[config.mk]
export PLATFORM = sky130hd
export DESIGN_NAME = instr_prefetch_flat
export DESIGN_NICKNAME = d
export VERILOG_FILES = /design/src/rtl/instr_prefetch_if.sv /design/src/rtl/instr_prefetch.sv /design/src/flat_wrapper.sv
export SDC_FILE = /design/constraint.sdc
export NUM_CORES = 1
export LEC_CHECK = 0
export ABC_AREA = 1
export BUFFER_PORTS_ARGS = -buffer_cell sky130_fd_sc_hd__buf_2
export CAP_MARGIN = 20
export CORE_ASPECT_RATIO = 1.75
export CORE_MARGIN = 2
export CORE_UTILIZATION = 24
export DETAILED_ROUTE_END_ITERATION = 8
export PLACE_DENSITY = 0.39
export SKIP_CTS_REPAIR_TIMING = 1
export SLEW_MARGIN = 20
export SYNTH_ARGS = -nofsm -noshare
export SYNTH_HDL_FRONTEND = slang
export SYNTH_SLANG_ARGS = --single-unit
[constraint.sdc]
create_clock -name clk -period 2.63 [get_ports clk]
set_clock_uncertainty 0.1 [all_clocks]
set_input_delay 0 -clock clk [delete_from_list [all_inputs] [get_ports clk]]
set_output_delay 0 -clock clk [all_outputs]
set_load 0.01 [all_outputs]
[src/rtl/instr_prefetch_if.sv]
// Prefetch-queue bus bundle: core-side fetch port plus the controller-side
// instruction fetch port.
//   slave  : the prefetch queue (drives fetch_* head outputs and instr_addr)
//   master : the environment (core + SPI controller)
// Signals:
//   redirect/redirect_pc        flush and restart fetch at a new pc
//   fetch_ready/valid/pc/instr  head-of-queue handshake toward the core
//   fifo_level                  number of buffered entries
//   instr_addr/data/ready       word address out, word + 1-cycle ready pulse in
interface instr_prefetch_if #(
  parameter int unsigned DEPTH = 4
) ();
  localparam int unsigned LW = $clog2(DEPTH) + 1;

  logic          redirect;
  logic [31:0]   redirect_pc;
  logic          fetch_ready;
  logic          fetch_valid;
  logic [31:0]   fetch_pc;
  logic [31:0]   fetch_instr;
  logic [LW-1:0] fifo_level;
  logic [31:0]   instr_addr;
  logic [31:0]   instr_data;
  logic          instr_ready;

  modport master (
    output redirect, redirect_pc, fetch_ready, instr_data, instr_ready,
    input  fetch_valid, fetch_pc, fetch_instr, fifo_level, instr_addr
  );

  modport slave (
    input  redirect, redirect_pc, fetch_ready, instr_data, instr_ready,
    output fetch_valid, fetch_pc, fetch_instr, fifo_level, instr_addr
  );
endinterface

[src/rtl/instr_prefetch.sv]
// Instruction prefetch queue between the CPU fetch stage and the SPI memory
// controller's instruction port. Presents sequential word addresses, captures
// each returned word on the controller's ready pulse and buffers up to DEPTH
// {pc,instr} pairs. A redirect flushes the queue and restarts fetching; the
// fetch already in flight at that moment is dropped when it returns.
// Ports:
//   clk, rst_n : clock, asynchronous active-low reset
//   bus        : instr_prefetch_if.slave (see interface header)
module instr_prefetch #(
  parameter int unsigned DEPTH    = 4,
  parameter logic [31:0] RESET_PC = 32'h8000_0000
) (
  input logic             clk,
  input logic             rst_n,
  instr_prefetch_if.slave bus
);
  localparam int unsigned AW       = $clog2(DEPTH);
  localparam logic [AW:0] LVL_FULL = (AW+1)'(DEPTH);

  // DISCARD: the next ready pulse belongs to a fetch issued before a redirect.
  typedef enum logic {RUN, DISCARD} state_e;

  typedef struct packed {
    logic [31:0] pc;
    logic [31:0] instr;
  } entry_t;

  state_e                state_q, state_d;
  entry_t [DEPTH-1:0]    mem_q, mem_d;
  logic   [AW-1:0]       rd_ptr_q, rd_ptr_d;
  logic   [AW-1:0]       wr_ptr_q, wr_ptr_d;
  logic   [AW:0]         level_q, level_d;
  logic   [31:0]         addr_q, addr_d;
  logic                  empty, full, pop, push;

  // Low address bits are forced to zero, so they are intentionally dropped.
  logic unused_pc_lsb;
  assign unused_pc_lsb = ^bus.redirect_pc[1:0];

  assign empty = (level_q == '0);
  assign full  = (level_q == LVL_FULL);

  always_comb begin
    state_d  = state_q;
    mem_d    = mem_q;
    rd_ptr_d = rd_ptr_q;
    wr_ptr_d = wr_ptr_q;
    level_d  = level_q;
    addr_d   = addr_q;
    pop      = 1'b0;
    push     = 1'b0;
    if (bus.redirect) begin
      // Flush wins over any same-cycle pop or push.
      rd_ptr_d = '0;
      wr_ptr_d = '0;
      level_d  = '0;
      addr_d   = {bus.redirect_pc[31:2], 2'b00};
      // A pulse arriving with the redirect is itself the stale one, so only
      // an outstanding (not yet returned) fetch needs to be flagged.
      if (state_q == RUN && !bus.instr_ready) state_d = DISCARD;
    end else begin
      pop = bus.fetch_ready && !empty;
      if (bus.instr_ready) begin
        if (state_q == DISCARD) state_d = RUN;
        // Full without pop: word dropped, address held so it is refetched.
        else if (!full || pop) push = 1'b1;
      end
      if (push) begin
        mem_d[wr_ptr_q].pc    = addr_q;
        mem_d[wr_ptr_q].instr = bus.instr_data;
        wr_ptr_d              = wr_ptr_q + AW'(1);
        addr_d                = addr_q + 32'd4;
      end
      if (pop) rd_ptr_d = rd_ptr_q + AW'(1);
      level_d = level_q + {{AW{1'b0}}, push} - {{AW{1'b0}}, pop};
    end
  end

  always_ff @(posedge clk or negedge rst_n) begin
    if (!rst_n) begin
      state_q  <= RUN;
      mem_q    <= '0;
      rd_ptr_q <= '0;
      wr_ptr_q <= '0;
      level_q  <= '0;
      addr_q   <= RESET_PC;
    end else begin
      state_q  <= state_d;
      mem_q    <= mem_d;
      rd_ptr_q <= rd_ptr_d;
      wr_ptr_q <= wr_ptr_d;
      level_q  <= level_d;
      addr_q   <= addr_d;
    end
  end

  // Head outputs read as zero while empty.
  assign bus.fetch_valid = !empty;
  assign bus.fetch_pc    = empty ? 32'h0 : mem_q[rd_ptr_q].pc;
  assign bus.fetch_instr = empty ? 32'h0 : mem_q[rd_ptr_q].instr;
  assign bus.fifo_level  = level_q;
  assign bus.instr_addr  = addr_q;
endmodule

[src/flat_wrapper.sv]
// flat-port wrapper written by rule: the top's interface ports become plain ports
module instr_prefetch_flat 
#(
  parameter int unsigned DEPTH    = 4,
  parameter logic [31:0] RESET_PC = 32'h8000_0000
)
  (clk, rst_n, bus_redirect, bus_redirect_pc, bus_fetch_ready, bus_instr_data, bus_instr_ready, bus_fetch_valid, bus_fetch_pc, bus_fetch_instr, bus_fifo_level, bus_instr_addr);
  instr_prefetch_if #(.DEPTH(DEPTH)) bus_i ();
  input logic clk;
  input logic rst_n;
  input wire logic [$bits(bus_i.redirect)-1:0] bus_redirect;
  input wire logic [$bits(bus_i.redirect_pc)-1:0] bus_redirect_pc;
  input wire logic [$bits(bus_i.fetch_ready)-1:0] bus_fetch_ready;
  input wire logic [$bits(bus_i.instr_data)-1:0] bus_instr_data;
  input wire logic [$bits(bus_i.instr_ready)-1:0] bus_instr_ready;
  output wire logic [$bits(bus_i.fetch_valid)-1:0] bus_fetch_valid;
  output wire logic [$bits(bus_i.fetch_pc)-1:0] bus_fetch_pc;
  output wire logic [$bits(bus_i.fetch_instr)-1:0] bus_fetch_instr;
  output wire logic [$bits(bus_i.fifo_level)-1:0] bus_fifo_level;
  output wire logic [$bits(bus_i.instr_addr)-1:0] bus_instr_addr;
  assign bus_i.redirect = bus_redirect;
  assign bus_i.redirect_pc = bus_redirect_pc;
  assign bus_i.fetch_ready = bus_fetch_ready;
  assign bus_i.instr_data = bus_instr_data;
  assign bus_i.instr_ready = bus_instr_ready;
  assign bus_fetch_valid = bus_i.fetch_valid;
  assign bus_fetch_pc = bus_i.fetch_pc;
  assign bus_fetch_instr = bus_i.fetch_instr;
  assign bus_fifo_level = bus_i.fifo_level;
  assign bus_instr_addr = bus_i.instr_addr;
  instr_prefetch #(.DEPTH(DEPTH), .RESET_PC(RESET_PC)) u_core (.clk(clk), .rst_n(rst_n), .bus(bus_i));
endmodule
==> flow_summary.toml, run 1 <==
[synthesis]
postSynthAreaPerCell_um2 = 7.80
ys_async_sr_fraction_pct = 100
yosys.cell_types.count = 33
ys_warn_count = 0
syn_area_um2 = 13500
ys_seq_elements = 286
synth-edff-count = 0
ys_seq_area_share_pct = 52.9
synthCells = 1735
synth_ff_type = "dfrtp_1"

[critical_path]
crit_slowest_cell = "dfrtp_4"
path_cells = "buf_12, nor2_1, nor2_1, o21ai_0, a21oi_1, buf_2"
critical_path_class = "flop to output pin"
path_max_fanout = 64
critPathBufInv = 2
crit_family = "buffers and inverters"
cp.arrival_ns = 2.33
cp_slowest_stage_delay_ns = 0.55
critical_path_required_ns = 2.53
critPathMostFrequentCell = "nor2_1"
cp-end-kind = "output pin"
cp-start-kind = "flop"

[sta]
hold_ws_ns = 0.127
worstMarginPinSlew_ns = 0.713
max_freq_ghz = 0.412
setup_viol = 0
slew_headroom_pct = 52.3
worst_slack_ns = 0.205
rsz0062_at_grt = "false"
finalSetupTns_ns = 0
hold_violations = 0
finalMaxSlewViolations = 0
finalCritPeriodShare_pct = 92.2
period_minus_slack_ns = 2.43

[grt]
grt_pass1_vias = 12200
grt.total_usage_pct = 15.8
grt_max_degree = 93
grt_pass1_wl_um = 71600
antenna_found_initial = 1
grt-ovfl-total = 0

[cells_and_area]
syn2layout_area_growth_pct = 25.4
drive_above_1_share_pct = 13.2
layout_commonest_cell = "nand2_1"
finish.utilization_pct = 30.3
final_nets = 2002
diodes = 0
mostFrequentLayoutCells = "nand2_1, o21ai_0, nor2_1"

[drt]
initialDrtViolationCount = 791
routedWlPerCell_um = 17.3
vias_per_cell = 4.57
wirelength_um = 45800
via_count = 12100
first_pass_iters = 5
ant_nets = 0
drc_errors = 0

[clock_network]
cts.path.max_buffers = 3
cts_max_level = 2
numCtsBuffers = 34
clock-root-buffer = "clkbuf_16"
cts_tree = "yes"
cts_sinks = 286
clk_latency_ns = 0.52
clk_pin_slew_ns = 0.07

[floorplan]
io_pins = 169
coreArea_um2 = 56000
rows = 115
dieArea_um2 = 58400
die_y_um = 318
start_util_pct = 24.2
die_w_um = 184

[power]
p_per_area_nw_per_um2 = 967
finalPower_mw = 16.4
p_leak_nw = 7.98
worst_ir_drop_vdd_mv = 0.624

[place]
dp_hpwl_um = 28700
gp_congestion = 0.840
port_buffers = 162
pre_cts_ws_ns = 0.279

[min_path]
hold_path_class = "primary input to flop"

[status]
outcome = "complete, no violations"

[run]
cap_violations = 0
-- metrics by stage --
stage          area, µm²  cells
2_1_floorplan      13600   1738
3_3_place_gp       15100   2521
3_5_place_dp       15100   2521
4_1_cts            16300   2580
5_1_grt            17000   2650
6_report           17000   2650
-- cell families (layout without fill, tap and decap cells) --
family | after synthesis | after routing | share of synthesized area, %
AND/OR/NAND/NOR | 761 | 761 | 21.9
buffers and inverters | 206 | 416 | 6.58
other | 1 | 4 | 0.0277
flip-flops | 286 | 286 | 52.9
AO/OA/AOI/OAI | 467 | 467 | 17.4
XOR/XNOR | 6 | 6 | 0.388
adder cells (fa/ha/maj) | 8 | 8 | 0.795
-- layout make-up --
class                      count  area [µm²]
clock buffer                  53        1050
timing repair buffer         263        1930
sequential                   286        7160
tap                          702         878
clock inverter                 6        86.3
inverter                      94         354
multi-input combinational   1246        5520
fill                        6022       39000
-- routing by layer --
layer | up-vias | share of wire (%) | GRT usage, %
li1 | 5971 | - | -
met1 | 5792 | 43 | 19.3
met2 | 271 | 51 | 28.4
met3 | 62 | 3.7 | 2.37
met4 | 2 | 2.7 | 4.87
met5 | - | 0.026 | 0
-- worst min-delay path: stages --
cell	delay (ns)
dlygate4sd3_1	0.51
buf_2	0.09
nand2_1	0.04
nand3_1	0.06
-- Yosys cell counts (all sizes together) (2+ instances only) --
library cell	instances	share of area (%)
nand2	404	11
o21ai	392	14
nor2	306	8.6
dfrtp	285	53
inv	93	2.6
a21oi	65	2.4
buf	57	2.4
clkbuf	55	1.5
nand3	41	1.6
o211ai	9	0.50
ha	7	0.65
nand4	5	0.23
xor2	5	0.32
and3	2	0.092
-- registers in the layout, indices dropped and copies added (netlist names) --
signal                 cells
u_core.bus.fifo_level      3
u_core.bus.instr_addr     30
u_core.mem_q             248
u_core.rd_ptr_q            2
u_core.state_q             1
u_core.wr_ptr_q            2
-- worst paths after layout --
| check | start | end | slack, ns | depth (start not counted) |
|---|---|---|---|---|
| worst max-delay path | u_core.rd_ptr_q[0]$_DFFE_PN0P_ | bus_fetch_pc[25] | 0.20 | 6 |
| worst min-delay path | bus_redirect_pc[12] | u_core.bus.instr_addr[12]$_DFFE_PN0P_ | 0.13 | 4 |
| worst max register to register | u_core.bus.fifo_level[2]$_DFF_PN0_ | u_core.bus.fifo_level[2]$_DFF_PN0_ | 0.28 | 10 |
| worst min register to register | u_core.mem_q[234]$_DFFE_PN0P_ | u_core.mem_q[234]$_DFFE_PN0P_ | 0.38 | 2 |
| max in group asynchronous | rst_n | u_core.mem_q[59]$_DFFE_PN0P_ | 0.54 | 4 |
| min in group asynchronous | rst_n | u_core.mem_q[118]$_DFFE_PN0P_ | 0.44 | 3 |
-- where the power goes --
group          internal (mW)  switching, mW
clock network           2.93           1.92
logic                   1.94           3.47
registers               5.50          0.658
Power figures use the tool's default switching activity.
==> run 2: changes to the inputs <==
--- a/config.mk
+++ b/config.mk
@@ -12,5 +12,5 @@
 export CORE_MARGIN = 2
-export CORE_UTILIZATION = 24
+export CORE_UTILIZATION = 35
 export DETAILED_ROUTE_END_ITERATION = 8
-export PLACE_DENSITY = 0.39
+export PLACE_DENSITY = 0.52
 export SKIP_CTS_REPAIR_TIMING = 1
--- a/constraint.sdc
+++ b/constraint.sdc
@@ -4,2 +4,2 @@
 set_output_delay 0 -clock clk [all_outputs]
-set_load 0.01 [all_outputs]
+set_load 0.1 [all_outputs]
==> flow_summary.toml, run 2 (synthesis results as in run 1) <==
[clock_network]
clk_pin_slew_ns = 0.06
clock-root-buffer = "clkbuf_16"
cts_sinks = 286
cts_max_level = 1
clk_latency_ns = 0.55
cts_tree = "yes"
cts.path.max_buffers = 3
numCtsBuffers = 29

[power]
power_frac_comb_pct = 50.5
p_sw_share_pct = 51.5
finalPower_mw = 20.5
pwr-share-clk_pct = 19.4
p_per_area_nw_per_um2 = 1230
seq_power_share_pct = 30.1
power.switching_mw = 10.6
p_int_mw = 9.93
worst_ir_drop_vdd_mv = 0.839
p_leak_nw = 7.88

[min_path]
hp-start = "bus_redirect"
hold_depth = 3
hold_path_class = "primary input to flop"
hold_end = "u_core.bus.fifo_level[0]$_DFF_PN0_"

[place]
gp_congestion = 0.980
place_area_um2 = 14900
dp_hpwl_um = 25400
port_buffers = 162

[critical_path]
ff2ff_path_depth = 10
crit_slowest_cell = "dfrtp_4"
r2r_start = "u_core.bus.fifo_level[2]$_DFF_PN0_"
r2r_slack_ns = 0.26
cp-end-kind = "output pin"
path_max_fanout = 77
critical_path_required_ns = 2.53
cp.arrival_ns = 2.47
critPathBufInv = 3
crit_family = "buffers and inverters"
cp_slowest_stage_delay_ns = 0.59
critical_path_class = "flop to output pin"
cp-startpoint = "u_core.rd_ptr_q[0]$_DFFE_PN0P_"
path_cells = "clkinv_2, buf_12, o21ai_0, a21oi_1, buf_2"
reg2reg_to = "u_core.bus.fifo_level[2]$_DFF_PN0_"
cp-start-kind = "flop"

[sta]
setup_viol = 0
worstMarginPinSlew_ns = 0.678
hold_ws_ns = -0.0164
finalMaxSlewViolations = 0
period_minus_slack_ns = 2.57
max_freq_ghz = 0.389
finalCritPeriodShare_pct = 97.7
hold_violations = 1
slew_headroom_pct = 54.6
rsz0062_at_grt = "false"

[status]
violations = "hold timing"
outcome = "finished, violations left"

[grt]
grt_pass1_vias = 11800
grt_pass1_wl_um = 64300
grt-ovfl-total = 0
grt.total_usage_pct = 19.7
antenna_found_initial = 0
grt_max_degree = 79

[cells_and_area]
diodes = 0
mostFrequentLayoutCells = "nand2_1, o21ai_0, nor2_1"
n_fill_cell = 3985
top_register = "u_core.mem_q"
largest_register_ffs = 248
fin_area_um2 = 16600
layout_commonest_cell = "nand2_1"
drive_above_1_share_pct = 12.9
final_nets = 1993
syn2layout_area_growth_pct = 22.6

[drt]
first_pass_iters = 5
vias_per_cell = 4.98
routedWlPerCell_um = 16.7
initialDrtViolationCount = 796
wirelength_um = 40500
ant_nets = 0
drc_errors = 0
via_count = 12100

[floorplan]
start_util_pct = 35.4
die_w_um = 153
dieArea_um2 = 40300
io_pins = 169
coreArea_um2 = 38300
rows = 95
die_y_um = 264

[run]
cap_violations = 0
==> run 2: changes by cell type in the layout (fill, tap and decap cells not counted), moves of 5 or more <==
cell	delta
buf_4	-5
clkbuf_4	+16
buf_6	+5
buf_2	-23
buf_12	+6
clkbuf_16	-8
==> run 2: worst min-delay path: stages <==
cell and delay [ns]:
buf_2 0.15, buf_4 0.27, nor2_1 0.14
==> run 2: worst max path at each step <==
| stage | slack, ns | cells past startpoint | end |
|---|---|---|---|
| 6_report | 0.06 | 5 | bus_fetch_pc[5] |
| 5_1_grt | 0.0006 | 5 | bus_fetch_pc[19] |
| 2_1_floorplan | -0.34 | 3 | bus_fetch_pc[22] |
| 4_1_cts | -0.21 | 5 | bus_fetch_pc[30] |
| 3_5_place_dp | 0.28 | 10 | u_core.bus.fifo_level[2]$_DFF_PN0_ |
| 3_3_place_gp | 0.26 | 10 | u_core.bus.fifo_level[2]$_DFF_PN0_ |
==> run 2: layout make-up <==
cell class                 instances  area, µm²  area share [%]
timing repair buffer             259       2050            12.3
inverter                          94        354            2.13
multi-input combinational       1246       5520            33.3
clock inverter                     5       50.0           0.302
tap                              485        607            3.66
clock buffer                      47        843            5.08
sequential                       286       7170            43.2
==> run 2: metal layers <==
layer / track usage [%] / share of wire [%] / vias to the layer above
met4: 7.56 / 3.8 / 0
met2: 35.7 / 50 / 301
met5: 0 / 0 / -
met1: 24.1 / 42 / 5737
met3: 2.00 / 3.6 / 78
li1: - / - / 5948
==> run 2: power groups by stage <==
stage	sequential [mW]	combinational [mW]	clock [mW]
after CTS	6.17	10.2	4.10
after floorplan	6.69	7.50	0
after detailed placement	6.24	10.2	0
after global placement	6.21	10.1	0
after global routing	6.30	11.1	4.28
final	6.17	10.3	3.98
==> run 2: metrics by stage <==
stage	hold WS, ns	setup slack (ns)	cells	utilization [%]	setup TNS [ns]
floorplan	-0.396	-0.341	1738	-	-20.50
global placement	-0.0545	0.263	2302	39.0	0
detailed placement	-0.0557	0.279	2302	39.0	0
CTS	-0.647	-0.207	2354	41.4	-8.11
global route	-0.00110	0.000616	2422	43.4	0
finish	-0.0164	0.0604	2422	43.4	0
==> run 3: changes to the inputs <==
- BUFFER_PORTS_ARGS: -buffer_cell sky130_fd_sc_hd__buf_2 -> default
- DONT_BUFFER_PORTS: default -> 1
- PLACE_DENSITY: 0.52 -> 0.48
- SETUP_SLACK_MARGIN: default -> 0.4
==> flow_summary.toml, run 3 (synthesis results as in run 1) <==
[place]
gp_congestion = 0.910
dp.cells = 2225
dp_hpwl_um = 24100
port_buffers = 0

[cells_and_area]
drive_above_1_share_pct = 15.7
mostFrequentLayoutCells = "nand2_1, nor2_1, o21ai_0"
seqCellArea_um2 = 7180
diodes = 0
final_nets = 1946
fin_cells = 2374
top_register = "u_core.mem_q"
n_fill_cell = 3809
finish.utilization_pct = 47.6
layout_commonest_cell = "nand2_1"
largest_register_ffs = 248
multi_input_area_um2 = 5870
syn2layout_area_growth_pct = 34.4

[drt]
drc_errors = 0
ant_nets = 0
initialDrtViolationCount = 864
first_pass_iters = 5
via_count = 12100
wirelength_um = 46000
vias_per_cell = 5.10
routedWlPerCell_um = 19.4

[power]
seq_power_share_pct = 24.9
worst_ir_drop_vdd_mv = 0.810
p_int_mw = 12.9
p_sw_share_pct = 47.9
p_per_area_nw_per_um2 = 1360
power_frac_comb_pct = 57.7
power.switching_mw = 11.9
p_leak_nw = 8.19
pwr-share-clk_pct = 17.4

[sta]
rsz0062_at_grt = "true"
setup_viol = 0
finalCritPeriodShare_pct = 87.3
worstMarginPinSlew_ns = 1.07
slew_headroom_pct = 28.7
finalSetupTns_ns = 0
hold_violations = 287
period_minus_slack_ns = 2.30
hold_ws_ns = -0.954
max_freq_ghz = 0.435
finalMaxSlewViolations = 0

[critical_path]
cp_slowest_stage_delay_ns = 0.51
cp-start-kind = "flop"
cp-end-kind = "output pin"
critical_path_required_ns = 2.53
path_max_fanout = 19
path_cells = "buf_12, clkinv_16, buf_16, o21ai_0, a21oi_2, buf_12"
crit_slowest_cell = "dfrtp_4"
ff2ff_path_depth = 11
critPathBufInv = 4
cp.arrival_ns = 2.20
crit_family = "buffers and inverters"
crit_cells = 6
critical_path_class = "flop to output pin"
critPathMostFrequentCell = "buf_12"

[floorplan]
die_y_um = 264
rows = 95
start_util_pct = 35.4
die_w_um = 153
coreArea_um2 = 38300
dieArea_um2 = 40300
io_pins = 169

[grt]
grt_pass1_vias = 11700
grt-ovfl-total = 0
antenna_found_initial = 0
grt.total_usage_pct = 19.9
grt_max_degree = 287
grt_pass1_wl_um = 64800

[clock_network]
numCtsBuffers = 30
cts_sinks = 286
clk_latency_ns = 0.57
clock-root-buffer = "clkbuf_16"
cts_max_level = 1
cts.path.max_buffers = 3
clk_pin_slew_ns = 0.06
cts_tree = "yes"

[status]
violations = "hold timing"
outcome = "finished, violations left"

[run]
cap_violations = 0

[min_path]
hold_path_class = "primary input to asynchronous set/reset pin"
-- run 3: per-layer routing --
layer	wire (µm)	track usage [%]	vias to the layer above	share of wire, %
met5	0	0	-	0
met2	24500	36.3	289	53
met4	1270	6.88	0	2.8
met1	18400	23.8	5883	40
li1	-	-	5874	-
met3	1820	2.95	55	4.0
-- run 3: final timing paths --
check	startpoint	end	slack, ns
worst max-delay path	u_core.rd_ptr_q[0]$_DFFE_PN0P_	bus_fetch_pc[29]	0.33
worst min-delay path	rst_n	u_core.bus.fifo_level[2]$_DFF_PN0_	-0.95
worst max register to register	u_core.bus.fifo_level[1]$_DFF_PN0_	u_core.bus.fifo_level[2]$_DFF_PN0_	0.41
worst min register to register	u_core.mem_q[119]$_DFFE_PN0P_	u_core.mem_q[119]$_DFFE_PN0P_	0.38
max in group asynchronous	rst_n	u_core.bus.instr_addr[5]$_DFFE_PN0P_	2.46
min in group clk	bus_fetch_ready	u_core.bus.fifo_level[0]$_DFF_PN0_	-0.02
-- run 3: power groups by stage --
stage | sequential, mW | clock, mW | combinational (mW)
2_1_floorplan | 6.70 | 0 | 7.96
3_3_place_gp | 6.15 | 0 | 12.7
3_5_place_dp | 6.19 | 0 | 12.7
4_1_cts | 6.12 | 4.45 | 12.8
5_1_grt | 6.29 | 4.61 | 15.0
6_report | 6.15 | 4.31 | 14.3
-- run 3: area by class of cell --
class                   count  share of cell area, %
well taps                 485                   3.33
clock buffers              43                   4.89
multi-input cells        1246                   32.3
flip-flops and latches    286                   39.4
clock inverters             9                  0.543
inverters                  94                   2.10
repair buffers            211                   17.4
-- run 3: through the flow --
step                setup slack (ns)  instance area (µm²)  total power [mW]  hold WS [ns]
CTS                            0.148                16600              23.3        -0.984
finish                         0.333                18200              24.7        -0.954
global placement               0.356                15600              18.9        -0.384
floorplan                      0.148                13800              14.7        -0.396
detailed placement             0.305                15600              18.9        -0.385
global route                   0.264                18200              25.9        -0.977
